--- config.mk ---
export PLATFORM = sky130hd
export DESIGN_NAME = adder
export DESIGN_NICKNAME = d
export VERILOG_FILES = /design/src/rtl/adder.sv
export SDC_FILE = /design/constraint.sdc
export NUM_CORES = 1
export LEC_CHECK = 0
export CORE_UTILIZATION = 45
export DETAILED_ROUTE_END_ITERATION = 8
export PLACE_DENSITY = 0.72
export SYNTH_ARGS = -nofsm -noshare
export SYNTH_HDL_FRONTEND = slang
export SYNTH_SLANG_ARGS = --single-unit
--- constraint.sdc ---
create_clock -name clk -period 141.6 [get_ports clk]
set_input_delay 35.4 -clock clk [delete_from_list [all_inputs] [get_ports clk]]
set_output_delay 35.4 -clock clk [all_outputs]
set_load 0.005 [all_outputs]
--- src/rtl/adder.sv ---
// Registered ripple-carry bit-slice ALU datapath.
// Each slice does AND, OR, pass-B or full-add on A, selected B and carry-in.
module mux_2x1 (
  input  logic [1:0] in,
  input  logic       sel,
  output logic       out
);
  assign out = in[sel];
endmodule

module adder #(
  parameter int WIDTH = 64
) (
  input  logic             clk,
  input  logic             reset,
  input  logic [WIDTH-1:0] A,
  input  logic [WIDTH-1:0] B,
  input  logic             b_invert,
  input  logic             Cin,
  input  logic             Cout_sel,
  input  logic [1:0]       sum_sel,
  output logic [WIDTH-1:0] sum,
  output logic             Cout,
  output logic             overflow
);
  logic [WIDTH-1:0] bi;
  logic [WIDTH-1:0] ci;
  logic [WIDTH-1:0] c;
  logic [WIDTH-1:0] s;

  // Slice i takes its carry-in from slice i-1; slice 0 takes Cin.
  assign ci = {c[WIDTH-2:0], Cin};

  for (genvar i = 0; i < WIDTH; i++) begin : g_slice
    mux_2x1 u_bmux (
      .in  ({~B[i], B[i]}),
      .sel (b_invert),
      .out (bi[i])
    );

    assign c[i] = Cout_sel &
                  ((A[i] & bi[i]) |
                   (A[i] & ci[i]) |
                   (bi[i] & ci[i]));
  end

  always_comb begin
    s = '0;
    unique case (sum_sel)
      2'b00: s = A & bi;
      2'b01: s = A | bi;
      2'b10: s = bi;
      2'b11: s = A ^ bi ^ ci;
    endcase
  end

  always_ff @(posedge clk) begin
    if (reset) begin
      sum      <= '0;
      Cout     <= 1'b0;
      overflow <= 1'b0;
    end else begin
      sum      <= s;
      Cout     <= c[WIDTH-1];
      overflow <= c[WIDTH-1] ^ c[WIDTH-2];
    end
  end
endmodule

==> impl_metrics.py, run 1 <==
metrics = {
    "global_route": {
        "gr-usage-met3_pct": 3.49,
        "grt_pass1_vias": 5789,
        "grt_pass1_wl_mm": 28.2,
        "met2_usage_pct": 36.5,
        "gr-usage-all-layers_pct": 20.4,
        "grtUsageMet1_pct": 24.3,
        "globalRoute.busiestLayer": "met2",
        "grt_max_degree": 99,
        "overflow": 0,
        "antenna_found_initial": 1,
    },
    "floorplan": {
        "die_h_um": 133,
        "die_w_um": 133,
        "core_area_um2": 16600,
        "dieArea_um2": 17600,
        "rows": 47,
        "start_util_pct": 46.2,
        "io_pins": 201,
    },
    "timing": {
        "tns_ns": 0,
        "worstMarginPinSlew_ns": 1.15,
        "max-slew-margin-rel_pct": 23.0,
        "fin_crit_ns": 69.97,
        "rsz0062_at_grt": "false",
        "period_share_pct": 49.4,
        "setup_viol": 0,
        "fmax_ghz": 0.0143,
        "maxSlewViolCount": 0,
        "hold_violations": 0,
    },
    "setup_path": {
        "path_class": "in2reg",
        "cp.required_ns": 141.87,
        "cp_max_fo": 3,
        "critical-path-max-stage-delay_ns": 0.42,
        "startpoint_type": "primary input",
        "worstSetupEndpointType": "register",
        "cp_slowest_cell": "fa_1",
        "cp_common_cell": "fa_1",
        "cp.arrival_ns": 70.24,
    },
    "route": {
        "drt_first_pass_iters": 4,
        "ant_nets": 0,
        "drt_drc_violations_left": 0,
        "dr.first_iter.drc_count": 164,
        "wl_per_cell_um": 14.2,
        "via_per_inst": 4.77,
        "routed_wl_mm": 16.9,
        "vias": 5684,
    },
    "synthesis": {
        "yosys_warnings": 0,
        "syn_nets": 1121,
        "ys_seq_area_share_pct": 17.2,
        "synth_top_cell_by_area": "ha_1",
        "ys_seq_elements": 66,
        "yosysMostFrequentCell": "inv_1",
        "synthCells": 794,
        "avgSynthCellArea_um2": 9.69,
        "ys_top_cells_by_area": "ha_1, dfxtp_1, fa_1",
        "syn-cell-area_um2": 7690,
        "synth_edf_count": 0,
        "synthArstFlopShare_pct": 0,
        "ys_top_cells_by_count": "inv_1, ha_1, dfxtp_1",
        "yosys_most_used_dff": "dfxtp_1",
        "synth_cell_types": 21,
        "synth_top_area_share_pct": 20.8,
    },
    "clock_tree": {
        "clk_pin_slew_worst_paths_ns": 0.06,
        "h-tree-depth": 3,
        "cts.sinks": 66,
        "cts_max_path_buffers": 2,
        "hold_buffers": 0,
        "cts_made_buffers": 9,
        "post_cts_resized": 0,
        "postCtsSetupRepairBufs": 0,
        "cts_tree": "built",
        "cts-root-buf": "clkbuf_16",
    },
    "power": {
        "leakage_nw": 4.73,
        "power_density_nw_per_um2": 7.04,
        "ir_drop_mv": 0.00552,
    },
    "final_layout": {
        "area_delta_synth_final_pct": 30.8,
        "final_nets": 1294,
        "drive_gt1_share_pct": 6.07,
        "antennaDiodeCount": 0,
        "final_area_um2": 10100,
    },
    "job": {
        "drv_cap": 0,
    },
    "place": {
        "numPortBuffers": 200,
        "place_hpwl_mm": 12.3,
        "post_dp_cell_area_um2": 9780,
        "gp_congestion": 0.776,
    },
    "worst_hold_path": {
        "hp-class": "in2reg",
    },
    "outcome": {
        "status": "complete, no violations",
    },
}
==> layout make-up <==
class	count	area, um2
clock buffer	14	274
clock inverter	2	10.0
fill	1426	6580
inverter	164	616
multi-input combinational	519	5530
sequential	66	1320
tap	220	275
timing repair buffer	207	2030
==> worst paths after layout <==
path,to,slack (ns),from,cells after the start
min,sum[57],35.63,sum_sel[0],4
max,sum[63],71.63,B[0],132
==> kinds of logic (layout without fill, tap and decap cells) <==
family	count (synthesis)	after routing	synth area share, %
compound gates	94	94	7.68
xor+xnor	65	65	7.40
fa+ha+maj	192	192	37.5
buf+inv	209	387	10.9
flops	66	66	17.2
mux	34	34	9.63
simple gates	134	134	9.73
==> placed cells by master, fill, tap and decap left out <==
master and instances:
xor2_1 65, o22ai_1 32, nand2b_1 3, clkdlybuf4s50_1 195, clkbuf_1 2, mux2i_1 2, nor2_1 4, clkbuf_16 9
a211oi_1 30, clkinv_2 2, and2_1 61, a21o_1 2, ha_1 128, dfxtp_1 66, clkbuf_8 3, or2_2 1
buf_2 3, o21ai_0 30, buf_4 9, nand2_1 32, mux4_2 32, nor2b_1 33, inv_1 164, fa_1 64
==> power breakdown <==
group          internal, mW  leakage (nW)  switching [mW]  total, mW
Sequential           0.0207         0.551        0.000616     0.0213
Combinational        0.0150          4.04          0.0124     0.0275
Clock                0.0133         0.143         0.00880     0.0221
==> registers in the layout (all words and copies together), names as in the netlist <==
signal	count
Cout	1
sum	64
overflow	1
==> per-stage QoR <==
step | setup slack [ns] | total power [mW] | std cells | utilization [%] | hold slack [ns]
after global placement | 71.29 | 0.0485 | 1176 | 58.8 | 35.98
after floorplan | 72.45 | 0.0372 | 794 | - | 35.66
after global routing | 69.91 | 0.0763 | 1192 | 60.5 | 35.66
after detailed placement | 71.23 | 0.0495 | 1176 | 58.8 | 35.98
after CTS | 71.38 | 0.0722 | 1192 | 60.5 | 35.61
final | 71.63 | 0.0708 | 1192 | 60.5 | 35.63
==> worst max-delay path: cells and delay by family <==
kind,cells,cell delay [ns]
buffers and inverters,2,0.53
xor gates and xnor gates,1,0.17
and+or+nand+nor,63,9.93
adders and majority gates,64,23.91
AOI/OAI and AO/OA,2,0.30
==> per-layer routing <==
metal	vias up	wire length (um)
met5	-	0
met4	0	410
met3	23	691
met2	121	8540
met1	2738	7240
li1	2802	-
Note: power is estimated with default switching activity, not from simulation.
==> run 2: changes to the inputs <==
--- a/config.mk
+++ b/config.mk
@@ -7,7 +7,7 @@
 export LEC_CHECK = 0
 export CORE_UTILIZATION = 45
 export DETAILED_ROUTE_END_ITERATION = 8
-export PLACE_DENSITY = 0.72
+export PLACE_DENSITY = 0.75
 export SYNTH_ARGS = -nofsm -noshare
 export SYNTH_HDL_FRONTEND = slang
 export SYNTH_SLANG_ARGS = --single-unit
==> constraint.sdc (replaced) <==
create_clock -name clk -period 61.2 [get_ports clk]
set_input_delay 15.3 -clock clk [delete_from_list [all_inputs] [get_ports clk]]
set_output_delay 15.3 -clock clk [all_outputs]
set_load 0.005 [all_outputs]
==> impl_metrics.py, run 2 (synthesized netlist as in run 1, its figures left out) <==
metrics = {
    "floorplan": {
        "die_w_um": 133,
        "dieArea_um2": 17600,
        "start_util_pct": 46.2,
        "rows": 47,
        "core_area_um2": 16600,
        "io_pins": 201,
        "die_h_um": 133,
    },
    "power": {
        "power_frac_seq_pct": 29.9,
        "switching_power_uw": 51.1,
        "power_frac_comb_pct": 38.8,
        "power_density_nw_per_um2": 16.3,
        "leakage_nw": 4.73,
        "clkPwrFrac_pct": 31.3,
        "intPower_uw": 113,
        "switching_share_pct": 31.1,
        "ir_drop_mv": 0.0130,
    },
    "setup_path": {
        "cp_common_cell": "fa_1",
        "cp_max_fo": 38,
        "cp_slowest_cell": "buf_4",
        "startpoint": "b_invert",
        "cp.required_ns": 61.47,
        "cp_num_buf_inv": 2,
        "cp_top_family": "adder cells",
        "critical-path-max-stage-delay_ns": 0.52,
        "worstSetupEndpointType": "register",
        "cp.arrival_ns": 50.39,
        "path_class": "in2reg",
        "startpoint_type": "primary input",
    },
    "final_layout": {
        "area_delta_synth_final_pct": 30.8,
        "regArea_um2": 1320,
        "drive_gt1_share_pct": 6.07,
        "final_nets": 1294,
        "multi_input_area_um2": 5530,
        "fin_util_pct": 60.5,
        "final_common_cell": "clkdlybuf4s50_1",
        "largest_reg_flops": 64,
        "nFillCells": 1406,
        "largest_register": "sum",
        "final_cell_mix": "clkdlybuf4s50_1, inv_1, ha_1",
        "reg_top3": "sum (64), Cout (1), overflow (1)",
        "instances_no_fill": 1193,
    },
    "route": {
        "via_per_inst": 4.76,
        "drt_first_pass_iters": 4,
        "routed_wl_mm": 17.2,
        "ant_nets": 0,
        "vias": 5684,
        "dr.first_iter.drc_count": 199,
        "wl_per_cell_um": 14.4,
        "drt_drc_violations_left": 0,
    },
    "place": {
        "dp_cells": 1176,
        "gp_congestion": 0.770,
        "numPortBuffers": 200,
        "place_hpwl_mm": 12.5,
    },
    "global_route": {
        "grt_pass1_vias": 5648,
        "gr-usage-met3_pct": 3.37,
        "grt_max_degree": 76,
        "antenna_found_initial": 2,
        "overflow": 0,
        "gr-usage-all-layers_pct": 20.5,
        "globalRoute.busiestLayer": "met2",
        "grtUsageMet1_pct": 25.3,
        "grt_pass1_wl_mm": 28.3,
        "met2_usage_pct": 35.3,
    },
    "worst_hold_path": {
        "hp-class": "in2reg",
        "worstHoldStart": "sum_sel[0]",
    },
    "clock_tree": {
        "postCtsSetupRepairBufs": 0,
        "cts_tree": "built",
        "h-tree-depth": 3,
        "cts.sinks": 66,
        "post_cts_resized": 0,
        "clk_pin_slew_worst_paths_ns": 0.06,
        "hold_buffers": 0,
        "cts_made_buffers": 9,
        "cts_max_path_buffers": 2,
        "cts-root-buf": "clkbuf_16",
    },
    "timing": {
        "worst_hold_slack_ns": 15.48,
        "maxSlewViolCount": 0,
        "hold_violations": 0,
        "rsz0062_at_grt": "false",
        "fmax_ghz": 0.0200,
        "setup_viol": 0,
        "fin_crit_ns": 50.12,
        "tns_ns": 0,
        "period_share_pct": 81.9,
        "worstMarginPinSlew_ns": 1.19,
        "max-slew-margin-rel_pct": 20.3,
    },
    "job": {
        "drv_cap": 0,
    },
    "outcome": {
        "status": "complete, no violations",
    },
}
[run 2: cell type report]
type	instances	area share, %
multi-input combinational	519	55.0
timing repair buffer	207	20.2
sequential	66	13.1
inverter	164	6.12
tap	220	2.73
clock buffer	14	2.72
clock inverter	2	0.0995
antenna	1	0.0249
[run 2: final timing paths]
path | to | slack (ns) | cells past startpoint
max | sum[63] | 11.08 | 132
min | sum[56] | 15.48 | 3
[run 2: power by group through the flow]
stage / combinational [mW] / sequential (mW) / clock, mW
finish: 0.0637 / 0.0492 / 0.0515
global route: 0.0725 / 0.0497 / 0.0551
CTS: 0.0648 / 0.0493 / 0.0532
detailed placement: 0.0645 / 0.0501 / 0
global placement: 0.0620 / 0.0502 / 0
floorplan: 0.0354 / 0.0507 / 0
[run 2: metal layers]
metal | vias to the layer above | part of all wire [%]
met5 | - | 0.070
met4 | 2 | 2.9
met3 | 34 | 3.7
met2 | 121 | 49
met1 | 2735 | 44
li1 | 2792 | -
[run 2: metrics by stage]
step | setup slack [ns] | power (mW) | area, um2
2_1_floorplan | 12.15 | 0.0860 | 7690
3_3_place_gp | 10.81 | 0.112 | 9780
3_5_place_dp | 10.58 | 0.115 | 9780
4_1_cts | 10.76 | 0.167 | 10100
5_1_grt | 9.35 | 0.177 | 10100
6_report | 11.08 | 0.164 | 10100
